[config.mk]
export PLATFORM = sky130hd
export DESIGN_NAME = rdmx_frame_gen
export DESIGN_NICKNAME = d
export VERILOG_FILES = /design/src/rtl/rdmx_frame_gen.sv
export SDC_FILE = /design/constraint.sdc
export NUM_CORES = 1
export LEC_CHECK = 0
export CORE_AREA = 2 2 288 290
export DETAILED_ROUTE_END_ITERATION = 10
export DIE_AREA = 0 0 290 292
export GPL_TIMING_DRIVEN = 1
export PLACE_DENSITY = 0.54
export SYNTH_ARGS = -nofsm -noshare
export SYNTH_HDL_FRONTEND = slang
export SYNTH_SLANG_ARGS = --single-unit
[constraint.sdc]
create_clock -name clk -period 5.35 [get_ports clk]
set_input_delay 1.07 -clock clk [delete_from_list [all_inputs] [get_ports clk]]
set_output_delay 1.07 -clock clk [all_outputs]
set_load 0.01 [all_outputs]
[src/rtl/rdmx_frame_gen.sv]
// rdmx_frame_gen: synthetic RDMX half-frame traffic source (FD packets, meta-data, frame counter)
// with a forwarded copy of each frame's pattern for the downstream checker.
module rdmx_frame_gen #(
    parameter logic [15:0] RDMX_MAGIC      = 16'h0122,
    parameter int          PACKET_OVERHEAD = 50
) (
    input  logic         clk,
    input  logic         resetn,
    input  logic         start,
    input  logic [31:0]  frame_limit,
    input  logic [31:0]  first_fc,
    input  logic [15:0]  PACKET_SIZE,
    input  logic [31:0]  FRAME_SIZE,
    input  logic [31:0]  axis_pat_in_tdata,
    input  logic         axis_pat_in_tvalid,
    output logic         axis_pat_in_tready,
    output logic [31:0]  axis_pat_out_tdata,
    output logic         axis_pat_out_tvalid,
    input  logic         axis_pat_out_tready,
    output logic [511:0] axis_eth_tdata,
    output logic         axis_eth_tvalid,
    output logic         axis_eth_tlast,
    input  logic         axis_eth_tready,
    output logic         busy,
    output logic [31:0]  frames_sent,
    output logic         config_error
);
    typedef enum logic [2:0] {IDLE, GET_PAT, FD_HDR, FD_DATA, MD_HDR, MD_DATA, FC_HDR, FC_DATA} state_t;

    state_t       state_q, state_d;
    logic [15:0]  psize_q, psize_d;
    logic [31:0]  pph_q, pph_d, fd_count_q, fd_count_d, fc_next_q, fc_next_d;
    logic [31:0]  frames_q, frames_d, pat_q, pat_d, pout_data_q, pout_data_d;
    logic [7:0]   dcyc_q, dcyc_d, beat_q, beat_d;
    logic         busy_q, busy_d, cfg_err_q, cfg_err_d, pout_valid_q, pout_valid_d;
    logic         eth_valid_q, eth_valid_d, eth_last_q, eth_last_d, fc_pend_q, fc_pend_d;
    logic [511:0] eth_data_q, eth_data_d;
    logic [3:0]   sh;
    logic         legal, eth_adv, eth_hs, fd_last;
    logic [31:0]  pph_c;

    function automatic logic [511:0] hdr(input logic [15:0] len);
        logic [511:0] h;
        h = '0;
        h[12*8 +: 8] = 8'h08;
        h[16*8 +: 8] = len[15:8];
        h[17*8 +: 8] = len[7:0];
        h[42*8 +: 8] = RDMX_MAGIC[15:8];
        h[43*8 +: 8] = RDMX_MAGIC[7:0];
        return h;
    endfunction

    always_comb begin
        legal = 1'b1;
        sh = 4'd6;
        case (PACKET_SIZE)
            16'd64:   sh = 4'd6;
            16'd128:  sh = 4'd7;
            16'd256:  sh = 4'd8;
            16'd512:  sh = 4'd9;
            16'd1024: sh = 4'd10;
            16'd2048: sh = 4'd11;
            16'd4096: sh = 4'd12;
            16'd8192: sh = 4'd13;
            default:  legal = 1'b0;
        endcase
        pph_c = (FRAME_SIZE >> sh) >> 1;
    end

    assign axis_pat_in_tready = (state_q == GET_PAT) && !pout_valid_q;
    // The output register is a skid slot: the FSM may refill it whenever it is empty or draining.
    assign eth_adv = !eth_valid_q || axis_eth_tready;
    assign eth_hs  = eth_valid_q && axis_eth_tready;
    assign fd_last = beat_q == dcyc_q - 8'd1;

    always_comb begin
        state_d      = state_q;
        psize_d      = psize_q;
        pph_d        = pph_q;
        dcyc_d       = dcyc_q;
        beat_d       = beat_q;
        fd_count_d   = fd_count_q;
        fc_next_d    = fc_next_q;
        frames_d     = frames_q;
        pat_d        = pat_q;
        busy_d       = busy_q;
        cfg_err_d    = cfg_err_q;
        fc_pend_d    = fc_pend_q;
        pout_data_d  = pout_data_q;
        pout_valid_d = pout_valid_q && !axis_pat_out_tready;
        eth_valid_d  = eth_valid_q && !eth_hs;
        eth_data_d   = eth_data_q;
        eth_last_d   = eth_last_q;
        case (state_q)
            IDLE: if (start) begin
                if (!legal || pph_c == 32'd0) cfg_err_d = 1'b1;
                else begin
                    cfg_err_d = 1'b0;
                    frames_d  = '0;
                    fc_next_d = first_fc;
                    busy_d    = 1'b1;
                    psize_d   = PACKET_SIZE;
                    pph_d     = pph_c;
                    dcyc_d    = PACKET_SIZE[13:6];
                    state_d   = GET_PAT;
                end
            end
            GET_PAT: if (axis_pat_in_tvalid && axis_pat_in_tready) begin
                pat_d        = axis_pat_in_tdata;
                pout_data_d  = axis_pat_in_tdata;
                pout_valid_d = 1'b1;
                fd_count_d   = '0;
                state_d      = FD_HDR;
            end
            FD_HDR: if (eth_adv) begin
                {eth_valid_d, eth_last_d, eth_data_d} = {2'b10, hdr(psize_q + 16'(PACKET_OVERHEAD))};
                beat_d  = '0;
                state_d = FD_DATA;
            end
            FD_DATA: if (eth_adv) begin
                {eth_valid_d, eth_last_d, eth_data_d} = {1'b1, fd_last, {16{pat_q}}};
                beat_d = beat_q + 8'd1;
                if (fd_last) begin
                    fd_count_d = fd_count_q + 32'd1;
                    state_d    = (fd_count_q + 32'd1 == pph_q) ? MD_HDR : FD_HDR;
                end
            end
            MD_HDR: if (eth_adv) begin
                {eth_valid_d, eth_last_d, eth_data_d} = {2'b10, hdr(16'(PACKET_OVERHEAD + 128))};
                beat_d  = '0;
                state_d = MD_DATA;
            end
            MD_DATA: if (eth_adv) begin
                {eth_valid_d, eth_last_d, eth_data_d} = {1'b1, beat_q == 8'd1, 512'b0};
                beat_d  = beat_q + 8'd1;
                state_d = (beat_q == 8'd1) ? FC_HDR : MD_DATA;
            end
            FC_HDR: if (eth_adv) begin
                {eth_valid_d, eth_last_d, eth_data_d} = {2'b10, hdr(16'(PACKET_OVERHEAD + 4))};
                state_d = FC_DATA;
            end
            FC_DATA: begin
                // Counters move only once the FC beat has actually left the skid slot.
                if (!fc_pend_q && eth_adv) begin
                    {eth_valid_d, eth_last_d, eth_data_d} = {2'b11, 480'b0, fc_next_q};
                    fc_pend_d = 1'b1;
                end else if (fc_pend_q && eth_hs) begin
                    fc_pend_d = 1'b0;
                    fc_next_d = fc_next_q + 32'd1;
                    frames_d  = frames_q + 32'd1;
                    if (frame_limit != 32'd0 && frames_q + 32'd1 == frame_limit) begin
                        busy_d  = 1'b0;
                        state_d = IDLE;
                    end else state_d = GET_PAT;
                end
            end
            default: state_d = IDLE;
        endcase
    end

    always_ff @(posedge clk) begin
        if (!resetn) begin
            state_q      <= IDLE;
            psize_q      <= '0;
            pph_q        <= '0;
            dcyc_q       <= '0;
            beat_q       <= '0;
            fd_count_q   <= '0;
            fc_next_q    <= '0;
            frames_q     <= '0;
            pat_q        <= '0;
            busy_q       <= 1'b0;
            cfg_err_q    <= 1'b0;
            fc_pend_q    <= 1'b0;
            pout_valid_q <= 1'b0;
            pout_data_q  <= '0;
            eth_valid_q  <= 1'b0;
            eth_last_q   <= 1'b0;
            eth_data_q   <= '0;
        end else begin
            state_q      <= state_d;
            psize_q      <= psize_d;
            pph_q        <= pph_d;
            dcyc_q       <= dcyc_d;
            beat_q       <= beat_d;
            fd_count_q   <= fd_count_d;
            fc_next_q    <= fc_next_d;
            frames_q     <= frames_d;
            pat_q        <= pat_d;
            busy_q       <= busy_d;
            cfg_err_q    <= cfg_err_d;
            fc_pend_q    <= fc_pend_d;
            pout_valid_q <= pout_valid_d;
            pout_data_q  <= pout_data_d;
            eth_valid_q  <= eth_valid_d;
            eth_last_q   <= eth_last_d;
            eth_data_q   <= eth_data_d;
        end
    end

    assign axis_pat_out_tdata  = pout_data_q;
    assign axis_pat_out_tvalid = pout_valid_q;
    assign axis_eth_tdata      = eth_data_q;
    assign axis_eth_tvalid     = eth_valid_q;
    assign axis_eth_tlast      = eth_last_q;
    assign busy                = busy_q;
    assign frames_sent         = frames_q;
    assign config_error        = cfg_err_q;
endmodule

* Yosys cells after proc, flatten, opt, wreduce, memory -nomap -nowiden
Index checks and enable logic that the tools add are counted.
** Cells by class
- Add/subtract/negate cells :: 6
- Eq/ne operators :: 35
- Shift-type cells :: 1
- Mux-type cells :: 60
- Bitwise operators :: 1
- Reduce and logical (&&, ||, !) cells :: 41
** Operator list (count)
- $mux W512 :: 6
- $pmux W512 S6 :: 1
- $mux W32 :: 11
- $pmux W32 S2 :: 3
- $add A32 B1 Y32 const B :: 3
- $mux W3 :: 12
- $eq A32 B31 Y1 :: 1
- $eq A32 B32 Y1 :: 1
- $logic_not A32 Y1 :: 1
- $reduce_bool A32 Y1 :: 1
- $shr A32 B4 Y32 :: 1
- $pmux W4 S7 :: 1
- $ne A2 B2 Y1 const B :: 12
- $pmux W3 S8 :: 1
- $mux W1 :: 18
- $add A16 B6 Y16 const B :: 1
- $eq A16 B10 Y1 const B :: 1
- $eq A16 B11 Y1 const B :: 1
- $eq A16 B12 Y1 const B :: 1
- $eq A16 B13 Y1 const B :: 1
- $eq A16 B14 Y1 const B :: 1
- $eq A16 B7 Y1 const B :: 1
- $eq A16 B8 Y1 const B :: 1
- $eq A16 B9 Y1 const B :: 1
- other kinds (32) :: 62
** Word-level totals
- Flip-flop bits (word level) :: 712
- Input bits :: 150
- Output and inout port bits :: 582
- Logic and storage cells :: 160

* Depth between registers and ports, before layout
Gate-level depths: netlist (run 1).
- Depth in word-level cells :: 8
- Depth in mapped cells :: 15

* Worst setup path before layout (run 1)
No wires, ideal clock.
- Path type :: input -> register
- Start point :: in PACKET_SIZE[10]
- End point :: reg fc_next_q[18]
- Setup time :: 76 ps
- Arrival time :: 4229 ps
- Setup slack :: 1045 ps
- Cell stages on the path :: 12
- Path buffers :: 2
- Cells stage by stage :: buf_2 nor4_4 nand3_1 a21oi_1 mux2_2 a22o_1 or3_1 or4_4 nor3_4 o21ai_2 buf_6 o22ai_1
** Between the ends
- Cells in the longest elaborated chain, start to end :: 7
** Ends and longest elaborated chain
- start: declaration :: line 12 : input logic [15:0] PACKET_SIZE,
- $eq A16 B14 Y1 (tied with other cells) :: line 56 : case (PACKET_SIZE)
- $pmux W4 S7 or $reduce_or A8 Y1 (tied branches)
- $shr A32 B4 Y32 or $mux W1 (tied branches) :: line 67, 56
- $logic_not A32 Y1 or $logic_not A1 Y1 (tied branches) :: line 96 : if (!legal || pph_c == 32'd0) cfg_err_d = 1'b1;
- $logic_or A1 B1 Y1 * :: line 96
- $ne A2 B2 Y1 (no line) *
- $reduce_and A5 Y1 (no line) *
- end signal: assignment :: line 187 : fc_next_q <= fc_next_d;
- end: declaration :: line 32 : logic [31:0] pph_q, pph_d, fd_count_q, fd_count_d, fc_next_q, fc_next_d;
Every way passes the cells marked *; elsewhere a longest branch is shown, timed or not.
A chain may end at the register's enable or synchronous reset.

* Final worst setup path (run 1)
- Start point :: in PACKET_SIZE[12]
- End point :: reg fc_next_q[16]
Same word-level chain as after synthesis.

==> results of run 1 <==
[stage by stage]
step	util, %	hold WS (ps)	setup slack, ps	std cells
after CTS	31.5	475	552	3835
final	31.6	465	453	3838
after global routing	31.6	492	118	3838
after floorplan	-	431	1050	2483
after detailed placement	30.0	449	-46.8	3770
after global placement	30.0	445	-40.2	3770
[flip-flops by register name (all words and copies together), names as in the netlist]
name and flops:
pph_q 31, axis_pat_out_tvalid 1, axis_eth_tlast 1, fd_count_q 32, axis_eth_tvalid 1, config_error 1
state_q 3, axis_eth_tdata 84, beat_q 8, axis_pat_out_tdata 32, fc_pend_q 1, frames_sent 32
psize_q 16, fc_next_q 32, busy 1
[path summary, 6_finish.rpt]
check,endpoint,slack (ps),cells after the start
worst min register to register,psize_q[0],460,1
worst min-delay path,psize_q[0],460,1
worst max register to register,state_q[0],1250,11
worst max-delay path,fc_next_q[16],450,13
[final cells by class]
type	instances	area share, %
Tap cell	1070	5.20
Antenna cell	3	0.0292
Clock inverter	14	0.831
Clock buffer	51	4.15
Timing Repair Buffer	804	30.9
Inverter	21	0.326
Sequential cell	276	21.5
Multi-Input combinational cell	1599	37.2
[power groups by stage]
stage / clock network [mW] / logic (mW) / registers, mW
finish: 2.63 / 1.34 / 2.33
global route: 2.77 / 1.46 / 2.35
CTS: 2.70 / 1.37 / 2.34
detailed placement: 0 / 1.36 / 2.38
global placement: 0 / 1.36 / 2.38
floorplan: 0 / 0.570 / 2.38
[Yosys cell counts (all sizes together), types with 5 or more instances]
cell type,count,share of area (%)
buf,467,18
dfxtp,276,29
nand2,236,4.7
nor2,205,4.1
a21oi,198,5.3
clkbuf,120,2.4
nand3,117,3.1
nor3,101,2.7
xnor2,101,4.7
o21ai,88,2.4
xor2,64,3.0
nor4,45,1.7
a221oi,35,1.6
nand4,31,1.0
o22ai,28,0.92
and3,27,0.89
and2,25,0.82
inv,21,0.42
a31oi,20,0.66
a22oi,19,0.75
o211ai,19,0.75
mux2i,18,0.95
a211oi,17,0.67
o32ai,17,0.78
or3,17,0.56
o221ai,16,0.87
and4,15,0.69
a311oi,9,0.42
or4,9,0.38
ha,8,0.53
a222oi,7,0.37
nor3b,7,0.28
or2,7,0.23
nand4b,6,0.28
nor2b,6,0.20
nor4b,6,0.31
mux2,5,0.30
o31ai,5,0.20
[logic make-up after synthesis]
family / synth area share (%)
and+or+nand+nor: 22.3
buffers and inverters: 20.8
AOI/OAI and AO/OA: 18.3
DFF: 29.1
xor gates and xnor gates: 7.61
muxes: 1.36
adders and majority gates: 0.527
[critical path, delay by kind of cell]
| kind | cells | cell delay, ps |
|---|---|---|
| AO/OA/AOI/OAI | 5 | 1110 |
| buffers and inverters | 3 | 1090 |
| AND/OR/NAND/NOR | 5 | 2020 |
[layout by cell type, fill, tap and decap left out, types with 11 or more instances in the layout]
| cell | n |
|---|---|
| o21ai_0 | 67 |
| o221ai_1 | 12 |
| clkbuf_8 | 11 |
| and3_1 | 27 |
| nand4_1 | 31 |
| xor2_1 | 64 |
| o22ai_1 | 28 |
| nand2_1 | 234 |
| mux2i_1 | 18 |
| o32ai_1 | 17 |
| a22oi_1 | 19 |
| nand3_1 | 114 |
| a221oi_1 | 35 |
| clkbuf_16 | 36 |
| and4_1 | 15 |
| nor3_1 | 99 |
| buf_4 | 72 |
| o21ai_1 | 17 |
| clkdlybuf4s50_1 | 723 |
| xnor2_1 | 101 |
| o211ai_1 | 19 |
| nor4_1 | 40 |
| a21oi_1 | 195 |
| and2_1 | 24 |
| nor2_1 | 201 |
| a31oi_1 | 20 |
| a211oi_1 | 17 |
| or3_1 | 17 |
| inv_1 | 20 |
| dfxtp_1 | 276 |
[per-layer routing]
metal | vias up | share of wire [%] | global-route usage [%]
li1 | 8922 | - | -
met1 | 9162 | 42 | 24.3
met2 | 679 | 49 | 33.8
met3 | 87 | 5.9 | 3.60
met4 | 6 | 2.3 | 4.97
met5 | - | 0.048 | 0
==> impl_results.md, run 1 <==
* Status: finished, final reports clean
* Grt ovf at 0
* Vias per cell at between 4 and 5
* Root Buffer: clkbuf_16
* Crit path largest cell delay at 570 ps
* Syn_area_per_cell at around 7.6 um^2
* CP Cell Sequence: clkdlybuf4s50_1 -> nor4b_1 -> nand3_2 -> o221ai_1 -> and2_1 -> o221ai_1 -> o211a_1 -> nor4_1 -> buf_4 -> o21ai_1 -> nor2_1 -> buf_4 -> o32ai_1
* Post-DR wirelength/cell at 22.4 um
* Die width at 290 um
* Hold-fix buffers at CTS at 0
* Area Growth Syn to Fin at 35.6%
* Final ANT Viol Nets at 0
* Setup TNS at 0 ps
* Power share of the combinational group at 21.3%
* Final instance area at around 26000 um^2
* Sw Pwr at 1.99 mW
* Mapped Nets at 2641
* Number of synthesized register bits at 276
* Min-delay src: psize_q[0]
* # DRC at 0
* Slew margin rel. at 27.0%
* GPL Wtd Cong at 0.904
* CP max FO at 18
* Clk_skew at 32.8 ps
* Starting density of the core at 23.3%
* I/O Buffers at 724
* Synth cell types at 83
* Pin slew with the least headroom to its limit at 1080 ps
* Total track usage at 19.3%
* Multi-input logic area at 9570 um^2
* Crit path kind: in2reg
* FP Rows at between 100 and 150
* Total die area at 84700 um^2
* Slowest-stage cell, CP: nor4_1
* Worst-path clk slew at 50 ps
* Switching Share at 31.6%
* Finish-stage setup viols at 0
* Cts bufs inserted at 36
* First-pass GRT wire length at 124 mm
* Yosys warning total at 0
* Internal power at 4.31 mW
* Worst r2r src: frames_sent[0]
* Period minus WS final at 4900 ps
* Final wirelength at between 80 and 90 mm
* Critical path launch point type: input port
* Post-Syn Area at approximately 19000 um^2
* Synth Instances at 2483
* PostCTS Resize Cnt at 0
* Largest net degree at the start of global routing at 97
* Register area at between 5000 and 6000 um^2
* Register area share after synthesis at 29.1%
* Maximum clock insertion buffer count at 3
* Fmax at 204 MHz
* Clock share of power at a little over two fifths
* Layout cell share with drive strength beyond 1 at 6.98%
* Via count at ~19000
* Setup bufs post-CTS at 0
* Maxcap violations at 0
* Primary FF master, synth: dfxtp_1
* Req. time, crit path at 5750 ps
* Asr flop ratio synth at 0%
* Worst setup startpoint: PACKET_SIZE[12]
* Vias in the first global route at between 15000 and 20000
* Final worst-path cycle share at 91.5%
* # clock sinks at 276
* Critical Path AT at 5300 ps
* Leak pwr at 8.54 nW
* RSZ-0062 raised after global routing: false
* Initial antenna violation count at 6
* PwrDens at between 200 and 250 nW/um^2
* Peak VDD IR at about 0.00020 V
* HPWL Detailed at roughly 66 mm
* Path type of the worst min-delay path: reg2reg
* Total power draw at between 6 and 7 mW
* Final Hold Fails at 0
* Max-slew violation count at 0
* Initial DRC Count at 1557
* CP endpoint kind: flip-flop
* Sequential fraction of design power at 37.0%
* Final net count at 2896
* Die Span Y at 292 um
* Worst skew pair latency at slightly below 600 ps
* Core footprint at just over 80000 um^2
* H-tree Lvls at 2
* First-pass detailed-route iteration total at 5
* Ports at 732
* Fillers at 8591
* Number of flops mapped to enable cells by yosys at 0
* CTS tree: done
* Area after DPL at 24500 um^2
(Power assumes the default switching activity.)
==> run 2: changes to the inputs <==
Settings changed: HOLD_SLACK_MARGIN set to 0.08.
==> results of run 2 <==
Same layout as run 1: the final DEF is identical, and so are final timing and power.
==> run 3: changes to the inputs <==
Settings changed: SETUP_SLACK_MARGIN set to 0.2.
==> impl_results.md, run 3 (synthesis gave the netlist of run 1 again) <==
* CP max FO at 17 (-1)
* Initial DRC Count at 1559 (+0.13%)
* H-tree Lvls at 2 (unchanged)
* Period minus WS final at 4760 ps (-141 ps)
* Total track usage at 19.3% (unchanged)
* Hold-fix buffers at CTS at 0 (unchanged)
* Worst skew pair latency at 580 ps (about the same)
* Root Buffer: clkbuf_16
* Die Span Y at 292 um (unchanged)
* Critical path launch point type: input port
* Final net count at 2896 (unchanged)
* Vias in the first global route at 17400 (unchanged)
* Peak VDD IR at 0.000196 V (about the same)
* Maxcap violations at 0 (unchanged)
* First-pass GRT wire length at 124 mm (unchanged)
* Final worst-path cycle share at 88.9% (-2.6 points)
* Via count at 18900 (+0.36%)
* Register-to-Register Path Depth at 11 (unchanged)
* First-pass detailed-route iteration total at 8 (+3)
* GPL Wtd Cong at 0.904 (unchanged)
* Worst setup startpoint: PACKET_SIZE[7]
* CTS tree: done
* Ports at 732 (unchanged)
* Status: finished, final reports clean
* Starting density of the core at 23.3% (unchanged)
* I/O Buffers at 724 (unchanged)
* FP Rows at 105 (unchanged)
* Post-DR wirelength/cell at 22.4 um (about the same)
* # clock sinks at 276 (unchanged)
* Slew margin rel. at 27.0% (about the same)
* Cts bufs inserted at 36 (unchanged)
* Final ANT Viol Nets at 0 (unchanged)
* Worst-path clk slew at 60 ps (about the same)
* PwrDens at 245 nW/um^2 (about the same)
* Pin slew with the least headroom to its limit at 1080 ps (-0.00834 ps)
* Crit path kind: in2reg
* Worst R2R Setup Slack at 1250 ps (about the same)
* Commonest cells after routing, fill and taps aside: clkdlybuf4s50_1 (723), dfxtp_1 (276), nand2_1 (234), nor2_1 (201), a21oi_1 (195)
* Most common cell after layout, fill and taps aside: clkdlybuf4s50_1
* RSZ-0062 raised after global routing: false
* Number of flip-flops in the largest register at 84 (unchanged)
* Layout cell share with drive strength beyond 1 at 7.02% (+0.036 points)
* WHS Endpoint: psize_q[0]
* Finish-stage setup viols at 0 (unchanged)
* Core footprint at 81600 um^2 (unchanged)
* Leak pwr at 8.54 nW (about the same)
* CP endpoint kind: flip-flop
* Grt ovf at 0 (unchanged)
* Critical Path AT at 5160 ps (-140 ps)
* Hold path depth at 1 (unchanged)
* Max-slew violation count at 0 (unchanged)
* Area Growth Syn to Fin at 35.6% (about the same)
* Vias per cell at 4.93 (+0.36%)
* Total die area at 84700 um^2 (unchanged)
* # DRC at 0 (unchanged)
* Largest net degree at the start of global routing at 97 (unchanged)
* Clk_skew at 33.4 ps (+0.607 ps)
* Die width at 290 um (unchanged)
* Total power draw at 6.31 mW (about the same)
* Path type of the worst min-delay path: reg2reg
* Setup TNS at 0 ps (unchanged)
* Initial antenna violation count at 6 (unchanged)
* Maximum clock insertion buffer count at 3 (unchanged)
* Req. time, crit path at 5750 ps (about the same)
* Final wirelength at 86.1 mm (about the same)
* Final Hold Fails at 0 (unchanged)
* HPWL Detailed at 66.0 mm (unchanged)
* FF-to-FF End: state_q[0]
* Fmax at 210 MHz (+3.0%)
* Min-delay src: psize_q[0]
* Worst r2r src: frames_sent[0]
-- run 3: cell counts in the layout (fill, tap and decap cells not counted) --
No cell type changed its count.
-- run 3: critical path, cell delays in order --
cell             delay (ps)
clkdlybuf4s50_1         670
xor2_1                  160
o21ai_1                 770
o221ai_1                380
and2_1                  300
a22o_1                  240
nor2_1                  220
or4_1                   320
nor3_4                   70
o21ai_2                 760
o21ai_0                 200
-- run 3: stage by stage --
stage	utilization, %	instances	worst slack [ps]	hold slack, ps	cell area (um^2)
6_report	31.6	3838	593	465	25800
5_1_grt	31.6	3838	274	492	25800
4_1_cts	31.5	3835	552	475	25700
3_5_place_dp	30.0	3770	-46.8	449	24500
3_3_place_gp	30.0	3770	-40.2	445	24500
2_1_floorplan	-	2483	1050	431	19000
-- run 3: what timing repair did --
item	in CTS	in global routing
setup buffers	0	0
resized for setup	0	1
endpoints found under the hold margin	0	0
setup endpoints to repair	0	21
-- run 3: per-layer routing --
layer / part of all wire, % / vias to the layer above / GRT usage (%) / wire length (um)
met1: 42 / 9200 / 24.3 / 36400
met2: 49 / 703 / 33.8 / 42500
met4: 2.3 / 6 / 4.97 / 2020
met3: 6.0 / 98 / 3.60 / 5130
met5: 0.048 / - / 0 / 41
li1: - / 8917 / - / -
-- run 3: cell type report --
type	count	area, um^2
Inverter	21	83.8
Antenna cell	3	7.51
Clock buffer	51	1070
Sequential cell	276	5530
Timing Repair Buffer	804	7940
Clock inverter	14	214
Multi-Input combinational cell	1599	9570
Tap cell	1070	1340
Fill cell	8592	55800
-- run 3: worst max-delay path by stage --
stage | end | slack (ps) | cells past startpoint
after floorplan | fc_next_q[18] | 1050 | 12
after global placement | fc_next_q[16] | -40 | 14
after detailed placement | fc_next_q[31] | -50 | 13
after CTS | fc_next_q[16] | 550 | 13
after global routing | fc_next_q[20] | 270 | 13
final | frames_sent[9] | 590 | 11
-- run 3: report_power, final --
group	internal [mW]	leakage (nW)	total (mW)	switching, mW
clock	1.56	0.632	2.63	1.07
sequential	2.20	2.23	2.33	0.137
combinational	0.561	5.68	1.35	0.786
total	4.31	8.54	6.31	1.99
